**src/rtl/memory_bus_arbiter_pkg.sv**
```systemverilog
// Shared widths, arbiter state encodings and small helpers for the memory bus arbiter.
package memory_bus_arbiter_pkg;

    localparam int AddressBusWidth = 32;

    typedef enum logic [1:0] {
        ARB_IDLE  = 2'd0,
        ARB_OWN_I = 2'd1,
        ARB_OWN_D = 2'd2,
        ARB_TURN  = 2'd3
    } arb_state_t;

    // Counter width that never collapses to zero bits.
    function automatic int clog2_min1(input int value);
        return (value <= 2) ? 1 : $clog2(value);
    endfunction

endpackage

```
**src/rtl/arb_beat_address_gen.sv**
```systemverilog
// Holds the word-aligned line base and beat count; emits the wrapped,
// critical-word-first beat address and a last-beat flag.
module arb_beat_address_gen
    import memory_bus_arbiter_pkg::*;
#(
    parameter int BurstLength = 4
) (
    input  logic                       clock,
    input  logic                       reset,
    input  logic                       load,
    input  logic [AddressBusWidth-1:0] start_address,
    input  logic                       advance,
    output logic [AddressBusWidth-1:0] beat_address,
    output logic                       last_beat
);

    localparam int CountWidth = clog2_min1(BurstLength);
    localparam int LineBits   = $clog2(BurstLength) + 2;
    localparam logic [AddressBusWidth-1:0] WordMask = ~AddressBusWidth'(3);

    logic [AddressBusWidth-1:0] base;
    logic [CountWidth-1:0]      count;

    always_ff @(posedge clock) begin
        if (!reset) begin
            count <= '0;
        end else if (load) begin
            count <= '0;
        end else if (advance) begin
            count <= count + CountWidth'(1);
        end
    end

    always_ff @(posedge clock) begin
        if (load) begin
            base <= start_address & WordMask;
        end
    end

    assign last_beat = (count == CountWidth'(BurstLength - 1));

    generate
        if (BurstLength == 1) begin : g_single
            assign beat_address = base;
        end else begin : g_wrap
            // The word offset wraps modulo the burst, staying inside the aligned line.
            logic [LineBits-3:0] offset;
            assign offset       = base[LineBits-1:2] + count;
            assign beat_address = {base[AddressBusWidth-1:LineBits], offset, base[1:0]};
        end
    endgenerate

endmodule

```
**src/rtl/memory_bus_arbiter.sv**
```systemverilog
// Arbitrates the single memory controller port between the I and D cache
// controllers and sequences one fixed-length line burst per grant.
module memory_bus_arbiter
    import memory_bus_arbiter_pkg::*;
#(
    parameter int BurstLength = 4,
    parameter int StarveLimit = 2
) (
    input  logic                       clock,
    input  logic                       reset,
    input  logic                       IRequest,
    input  logic [AddressBusWidth-1:0] IAddress,
    output logic                       IGrant,
    output logic                       IBeat,
    output logic                       IDone,
    input  logic                       DRequest,
    input  logic [AddressBusWidth-1:0] DAddress,
    input  logic                       DWrite,
    output logic                       DGrant,
    output logic                       DBeat,
    output logic                       DDone,
    output logic [AddressBusWidth-1:0] MemoryAddress,
    output logic                       MemoryRequest,
    output logic                       MemoryWrite,
    input  logic                       nMemoryWait
);

    localparam int StarveWidth = $clog2(StarveLimit + 2);
    localparam logic [StarveWidth-1:0] StarveMax = StarveWidth'(StarveLimit);

    arb_state_t                 state, next_state;
    logic [StarveWidth-1:0]     starve_count;
    logic                       dwrite_latched;
    logic                       grant_i, grant_d;
    logic                       load, advance, last_beat;
    logic [AddressBusWidth-1:0] load_address, beat_address;

    arb_beat_address_gen #(
        .BurstLength (BurstLength)
    ) u_addr_gen (
        .clock         (clock),
        .reset         (reset),
        .load          (load),
        .start_address (load_address),
        .advance       (advance),
        .beat_address  (beat_address),
        .last_beat     (last_beat)
    );

    always_comb begin
        next_state    = state;
        grant_i       = 1'b0;
        grant_d       = 1'b0;
        load          = 1'b0;
        load_address  = IAddress;
        advance       = 1'b0;
        IGrant        = 1'b0;
        IBeat         = 1'b0;
        IDone         = 1'b0;
        DGrant        = 1'b0;
        DBeat         = 1'b0;
        DDone         = 1'b0;
        MemoryRequest = 1'b0;
        MemoryWrite   = 1'b0;
        case (state)
            ARB_IDLE: begin
                // D is favoured until I has watched StarveLimit D grants go by.
                if (DRequest && (!IRequest || starve_count < StarveMax)) begin
                    grant_d      = 1'b1;
                    load         = 1'b1;
                    load_address = DAddress;
                    next_state   = ARB_OWN_D;
                end else if (IRequest) begin
                    grant_i    = 1'b1;
                    load       = 1'b1;
                    next_state = ARB_OWN_I;
                end
            end
            ARB_OWN_I: begin
                IGrant        = 1'b1;
                MemoryRequest = 1'b1;
                IBeat         = nMemoryWait;
                advance       = nMemoryWait;
                IDone         = nMemoryWait && last_beat && IRequest;
                if (!IRequest || IDone) next_state = ARB_TURN;
            end
            ARB_OWN_D: begin
                DGrant        = 1'b1;
                MemoryRequest = 1'b1;
                MemoryWrite   = dwrite_latched;
                DBeat         = nMemoryWait;
                advance       = nMemoryWait;
                DDone         = nMemoryWait && last_beat && DRequest;
                if (!DRequest || DDone) next_state = ARB_TURN;
            end
            ARB_TURN: next_state = ARB_IDLE;
            default:  next_state = ARB_IDLE;
        endcase
    end

    assign MemoryAddress = MemoryRequest ? beat_address : '0;

    always_ff @(posedge clock) begin
        if (!reset) begin
            state          <= ARB_IDLE;
            starve_count   <= '0;
            dwrite_latched <= 1'b0;
        end else begin
            state <= next_state;
            if (grant_i) begin
                starve_count <= '0;
            end else if (grant_d && IRequest && starve_count < StarveMax) begin
                starve_count <= starve_count + StarveWidth'(1);
            end
            if (grant_d) dwrite_latched <= DWrite;
        end
    end

endmodule
```
**config.mk**
```make
export PLATFORM = sky130hd
export DESIGN_NAME = memory_bus_arbiter
export DESIGN_NICKNAME = d
export VERILOG_FILES = /design/src/rtl/memory_bus_arbiter_pkg.sv /design/src/rtl/arb_beat_address_gen.sv /design/src/rtl/memory_bus_arbiter.sv
export SDC_FILE = /design/constraint.sdc
export NUM_CORES = 1
export LEC_CHECK = 0
export BUFFER_PORTS_ARGS = -buffer_cell sky130_fd_sc_hd__buf_4
export CAP_MARGIN = 20
export CORE_MARGIN = 2
export CORE_UTILIZATION = 40
export DETAILED_ROUTE_END_ITERATION = 12
export GPL_TIMING_DRIVEN = 0
export PLACE_DENSITY = 0.82
export SLEW_MARGIN = 20
export SYNTH_ARGS = -nofsm -noshare
export SYNTH_HDL_FRONTEND = slang
export SYNTH_SLANG_ARGS = --single-unit
```
**constraint.sdc**
```tcl
create_clock -name clock -period 2 [get_ports clock]
set_clock_uncertainty 0.2 [all_clocks]
set_input_delay 0.5 -clock clock [delete_from_list [all_inputs] [get_ports clock]]
set_output_delay 0.5 -clock clock [all_outputs]
set_load 0.005 [all_outputs]
```
==> parameters.txt, run 1 <==
Parameter                              Value

Placement
  Dpl hpwl    3320 µm
  Number of I/O port buffers    103
  Gpl congestion    0.779
  Placed cell area    0.00282 mm²
  Worst slack, placed    -0.220 ns

Layout
  # nets final    350
  Finished Cell Area    0.00331 mm²
  Number of fillers in the final layout    342
  P&R area growth vs syn    69.5%
  Antenna diodes    0
  Fraction of layout instances using a drive strength above 1    73.2%

Floorplan
  Std-Cell Core Area    0.00472 mm²
  Die width    73.9 µm
  Vertical die dimension    73.9 µm
  Ports    110
  Floorplan die area    0.00546 mm²
  Initial Util    41.4%
  Std cell rows    25

Route
  Number of detailed-route iterations in the first pass    4
  Count of vias placed by the detailed router    1558
  Via density    4.54
  Post-detailed-route wirelength per cell    13.6 µm
  Post-route antenna net violation count    0
  Final routed DRC violation total    0
  First DRT Iteration DRCs    58
  Wire length after detailed routing    4650 µm

STA
  Post-layout minimum cycle time    2.15 ns
  Slew margin rel.    44.3%
  Worst setup slack after layout    -0.150 ns
  RSZ-0062 raised after global routing    yes
  Max-slew violation total from the final report    0
  Period Utilization, post-route    107%
  Sum of negative setup slack    -3.72 ns
  Final setup vio count    30
  Final-layout worst hold slack    0.284 ns
  Worst slew pin tran    0.834 ns
  Fmax    465 MHz
  Hold Violations, Final    0

Critical path
  Worst path max stage delay    0.34 ns
  Cell Chain, Critical Path    inv_2 > ha_4 > buf_12 > buf_8 > and2_1 > buf_4
  CP max-delay cell    dfxtp_2
  Nature of the critical path endpoint    primary output
  Worst Path Class, Setup    reg2out
  Startpoint type of the worst setup path    register
  Worst endpoint required time    1.30 ns
  Critical-path maximum fanout    5
  Arrival time at the worst endpoint    1.45 ns

Synthesis
  Dominant register cell in the synthesized netlist    edfxtp_1
  Number of synthesized flops with an enable pin    30
  Library cells used by synthesis    27
  Synthesized instance count    154
  Warnings, synthesis    0
  Portion of the post-synthesis area used by sequential elements    53.3%
  Most frequent cell after synthesis    and2_1
  Area share of the largest cell type after synthesis    46.1%
  Dominant cell type by area after synthesis    edfxtp_1
  Commonest cells in the synthesized netlist    and2_1, edfxtp_1, mux2_2
  Average size of a mapped cell    12.7 µm²
  Count of state elements after synthesis    37
  Post-synth design cell area    0.00195 mm²
  Main area contributors after synthesis    edfxtp_1, mux2_2, and2_1
  Share of async-settable or async-resettable flops after synthesis    0%

Global routing
  Global-route wire length before repair    6840 µm
  Aggregate global routing overflow    0
  Met3 track utilization from global routing    6.31%
  Vias in the first global route    1487
  Met2 Track Usage GR    30.5%
  GRT Max-Usage Layer    met2
  Gr usage total    17.1%
  Pin count of the biggest net entering global routing    32
  Initial antenna violation count    0
  Global routing met1 resource utilization    18.8%

Clock network
  Maximum level of the CTS H-tree    2
  Clock tree root driver cell    clkbuf_8
  Deepest clock path buffer count    2
  TritonCTS clock tree    built
  Clk pin slew, worst setup/hold paths    0.07 ns
  Number of buffers inserted during clock tree synthesis    5
  Clock sink count    37
  Latest clock arrival within the worst-skew pair    0.29 ns

Status
  Violations in the final reports    setup timing
  Run status    complete, but fails checks

Pwr
  Cell area power density    1550 mW/mm²
  IR Drop Worst-Case VDD    699 µV
  Leakage power summed over all cells    0.00146 µW

Hold path
  Class of the tightest hold or removal check    in2reg

Flow run
  Number of maximum-capacitance violations    0
## metal layers
layer,wire [µm],vias to the layer above
met4,51,0
met2,2490,66
li1,-,774
met3,335,4
met1,1780,714
met5,0,-
## path summary, 6_finish.rpt
path,start,to,slack (ns),depth (start not counted)
hold / removal,DWrite,dwrite_latched,0.28,3
setup reg to reg,state[0],u_addr_gen.base[13],0.10,6
setup / recovery,state[0],MemoryAddress[23],-0.15,6
hold reg to reg,u_addr_gen.count[1],u_addr_gen.count[1],0.29,2
## report_power, final
group / internal, µW / total, µW / switching [µW]
Sequential: 1270 / 1370 / 102
Clock: 370 / 628 / 258
Combinational: 1990 / 3130 / 1140
## per-stage QoR
step,power (µW),instances,util [%]
2_1_floorplan,2390,155,-
3_3_place_gp,3290,325,59.7
3_5_place_dp,3350,325,59.7
4_1_cts,4670,341,66.8
5_1_grt,5430,343,70.1
6_report,5130,343,70.1
## sequential cells by signal (all words and copies together) (netlist names)
signal            cells
dwrite_latched        1
starve_count          2
u_addr_gen.count      2
state                 2
u_addr_gen.base      30
## worst max-delay path: cells and delay by family (launching register included)
family        cells  cell delay, ns
fa+ha+maj         1            0.25
buf+inv           4            0.44
flops             1            0.34
simple gates      1            0.13
## cells in the final DEF (no fill, tap or decap), types with 4 or more instances in the layout
master | Yosys | routed
buf_4 | 2 | 80
buf_6 | 3 | 35
mux2_2 | 30 | 30
edfxtp_1 | 30 | 30
and2_4 | 0 | 29
nand2_1 | 10 | 9
buf_8 | 0 | 5
clkbuf_8 | 0 | 5
dfxtp_1 | 7 | 5
and2_1 | 33 | 4
nor2_1 | 5 | 4
## logic make-up after synthesis
family	after synthesis	share of synthesized area, %
buffers and inverters	10	3.46
multiplexers	33	18.8
flip-flops	37	53.3
AO/OA/AOI/OAI	6	2.43
AND/OR/NAND/NOR	59	17.2
adder cells (fa/ha/maj)	5	3.20
other	1	0.192
XOR/XNOR	3	1.35
## repair_timing
item / CTS / global route
gates resized for setup: 52 / 42
setup buffers: 5 / 2
hold buffers: 0 / 0
pin swaps: 5 / 4
setup endpoints to repair: 92 / 40
gates cloned: 3 / 0
## area by class of cell
class	count	area [µm²]	area share, %
Sequential cell	37	1040	31.5
Inverter	2	7.51	0.227
Multi-Input combinational cell	108	978	29.6
Buffer	8	93.8	2.83
Clock inverter	2	35.0	1.06
Clock buffer	6	72.6	2.19
Tap cell	67	83.8	2.53
Timing Repair Buffer	113	996	30.1
Note: power is estimated with default switching activity, not from simulation.
==> run 2, diff against run 1 <==
- BUFFER_PORTS_ARGS: -buffer_cell sky130_fd_sc_hd__buf_4 -> -buffer_cell sky130_fd_sc_hd__buf_2
==> parameters.txt, run 2 (same netlist as run 1, synthesis figures left out) <==
Parameter                              Value

Critical path
  Startpoint type of the worst setup path    register (unchanged)
  Arrival time at the worst endpoint    1.40 ns (was 1.45 ns)
  Worst Path Class, Setup    reg2out (unchanged)
  Worst endpoint required time    1.30 ns (about the same)
  Critical-path maximum fanout    7 (was 5)
  Nature of the critical path endpoint    primary output (unchanged)

Pwr
  Sum of internal, switching and leakage power    4850 µW (was 5130 µW)
  IR Drop Worst-Case VDD    723 µV (was 699 µV)
  Cell-internal power    3390 µW (was 3630 µW)
  Leakage power summed over all cells    0.00139 µW (was 0.00146 µW)
  Part of the total power dissipated in sequential elements    28.3% (was 26.7%)
  Switching power    1460 µW (was 1500 µW)
  Cell area power density    1580 mW/mm² (was 1550 mW/mm²)
  Fraction of power consumed by the clock network    10.2% (was 12.2%)
  Share of total power consumed by net switching    30.1% (was 29.2%)
  Relative contribution of combinational cells to total power    61.5% (was 61.1%)

Layout
  Most common cell after layout, fill and taps aside    buf_2 (was buf_4)
  Fraction of layout instances using a drive strength above 1    71.8% (was 73.2%)
  Final non-filler cell total    344 (was 343)
  Most flops, register    u_addr_gen.base (unchanged)
  Antenna diodes    0 (unchanged)
  Flip-flop count of the largest register, all copies and words added    30 (unchanged)
  P&R area growth vs syn    57.3% (was 69.5%)
  Commonest cells after routing, fill and taps aside    buf_2, buf_6, mux2_2, edfxtp_1, and2_4 (was buf_4, buf_6, mux2_2, edfxtp_1, and2_4)
  # nets final    351 (was 350)

Global routing
  Pin count of the biggest net entering global routing    32 (unchanged)
  Initial antenna violation count    0 (unchanged)
  Global-route wire length before repair    6750 µm (was 6840 µm)
  Aggregate global routing overflow    0 (unchanged)
  Gr usage total    17.0% (was 17.1%)
  Vias in the first global route    1517 (was 1487)

STA
  Fmax    476 MHz (was 465 MHz)
  Worst slew pin tran    0.842 ns (was 0.834 ns)
  Sum of negative setup slack    -2.73 ns (was -3.72 ns)
  Final setup vio count    30 (unchanged)
  Period Utilization, post-route    105% (was 107%)
  Slew margin rel.    43.8% (was 44.3%)
  Post-layout minimum cycle time    2.10 ns (was 2.15 ns)
  RSZ-0062 raised after global routing    yes (unchanged)
  Max-slew violation total from the final report    0 (unchanged)
  Hold Violations, Final    0 (unchanged)
  Worst setup slack after layout    -0.101 ns (was -0.150 ns)
  Final-layout worst hold slack    0.273 ns (was 0.284 ns)

Clock network
  Number of buffers added to fix hold violations after cts    0 (unchanged)
  Clock sink count    37 (unchanged)
  Latest clock arrival within the worst-skew pair    0.28 ns (was 0.29 ns)
  TritonCTS clock tree    built (unchanged)
  Deepest clock path buffer count    2 (unchanged)
  Clock tree root driver cell    clkbuf_8 (unchanged)
  Clk pin slew, worst setup/hold paths    0.07 ns (about the same)
  Maximum level of the CTS H-tree    2 (unchanged)
  Number of buffers inserted during clock tree synthesis    5 (unchanged)

Placement
  Worst slack, placed    -0.213 ns (was -0.220 ns)
  Gpl congestion    0.743 (was 0.779)
  Cell count after placement    325 (unchanged)
  Dpl hpwl    3190 µm (was 3320 µm)
  Number of I/O port buffers    103 (unchanged)

Route
  Wire length after detailed routing    4750 µm (was 4650 µm)
  Final routed DRC violation total    0 (unchanged)
  Post-detailed-route wirelength per cell    13.8 µm (was 13.6 µm)
  Number of detailed-route iterations in the first pass    4 (unchanged)
  Via density    4.62 (was 4.54)
  Count of vias placed by the detailed router    1589 (was 1558)
  First DRT Iteration DRCs    79 (was 58)
  Post-route antenna net violation count    0 (unchanged)

Floorplan
  Ports    110 (unchanged)
  Floorplan die area    0.00546 mm² (unchanged)
  Vertical die dimension    73.9 µm (unchanged)
  Die width    73.9 µm (unchanged)
  Initial Util    41.4% (unchanged)
  Std-Cell Core Area    0.00472 mm² (unchanged)
  Std cell rows    25 (unchanged)

Flow run
  Number of maximum-capacitance violations    0 (unchanged)

Hold path
  Class of the tightest hold or removal check    in2reg (unchanged)

Status
  Violations in the final reports    setup timing (unchanged)
  Run status    complete, but fails checks (unchanged)
run 2: cell type report:
cell class,count,area (µm²)
Fill cell,373,1650
Sequential cell,37,1040
Multi-Input combinational cell,108,958
Timing Repair Buffer,114,802
Buffer,8,93.8
Tap cell,67,83.8
Clock buffer,7,76.3
Inverter,2,7.51
Clock inverter,1,5.00
run 2: timing repair:
action	in CTS	in global routing
gates resized for setup	45	42
hold endpoints to repair	0	0
pin swaps	3	5
gates cloned	3	0
endpoints found under the setup margin	92	61
buffers inserted	4	5
run 2: stage by stage:
| stage | utilization [%] | cell area (µm²) |
|---|---|---|
| 4_1_cts | 60.9 | 2880 |
| 6_report | 65.0 | 3070 |
| 5_1_grt | 65.0 | 3070 |
| 3_5_place_dp | 54.2 | 2560 |
| 3_3_place_gp | 54.2 | 2560 |
| 2_1_floorplan | - | 1960 |
run 2: power by group through the flow:
stage | logic, µW | clock network (µW) | registers (µW)
detailed placement | 1730 | 0 | 1360
global placement | 1690 | 0 | 1340
floorplan | 1060 | 0 | 1330
finish | 2990 | 494 | 1370
CTS | 2420 | 507 | 1360
global route | 3210 | 558 | 1400
run 2: layer usage:
metal  global-route usage [%]  up-vias  share of wire [%]
met1                     17.1      743                 35
met3                     5.35        4                6.1
li1                         -      773                  -
met2                     32.1       69                 57
met5                        0        -                  0
met4                     6.26        0                1.2
run 2: worst paths after layout:
check,to,cells after the start,slack (ns),start
max,MemoryAddress[4],5,-0.10,state[0]
min reg2reg,u_addr_gen.count[1],2,0.30,u_addr_gen.count[1]
max reg2reg,u_addr_gen.base[6],6,0.10,state[0]
min,dwrite_latched,3,0.27,DWrite
run 2: critical path, stage by stage, from the launching register on:
cell and delay (ns):
dfxtp_2 0.35, inv_2 0.05, ha_4 0.36, buf_6 0.14, and2_4 0.13, buf_6 0.09
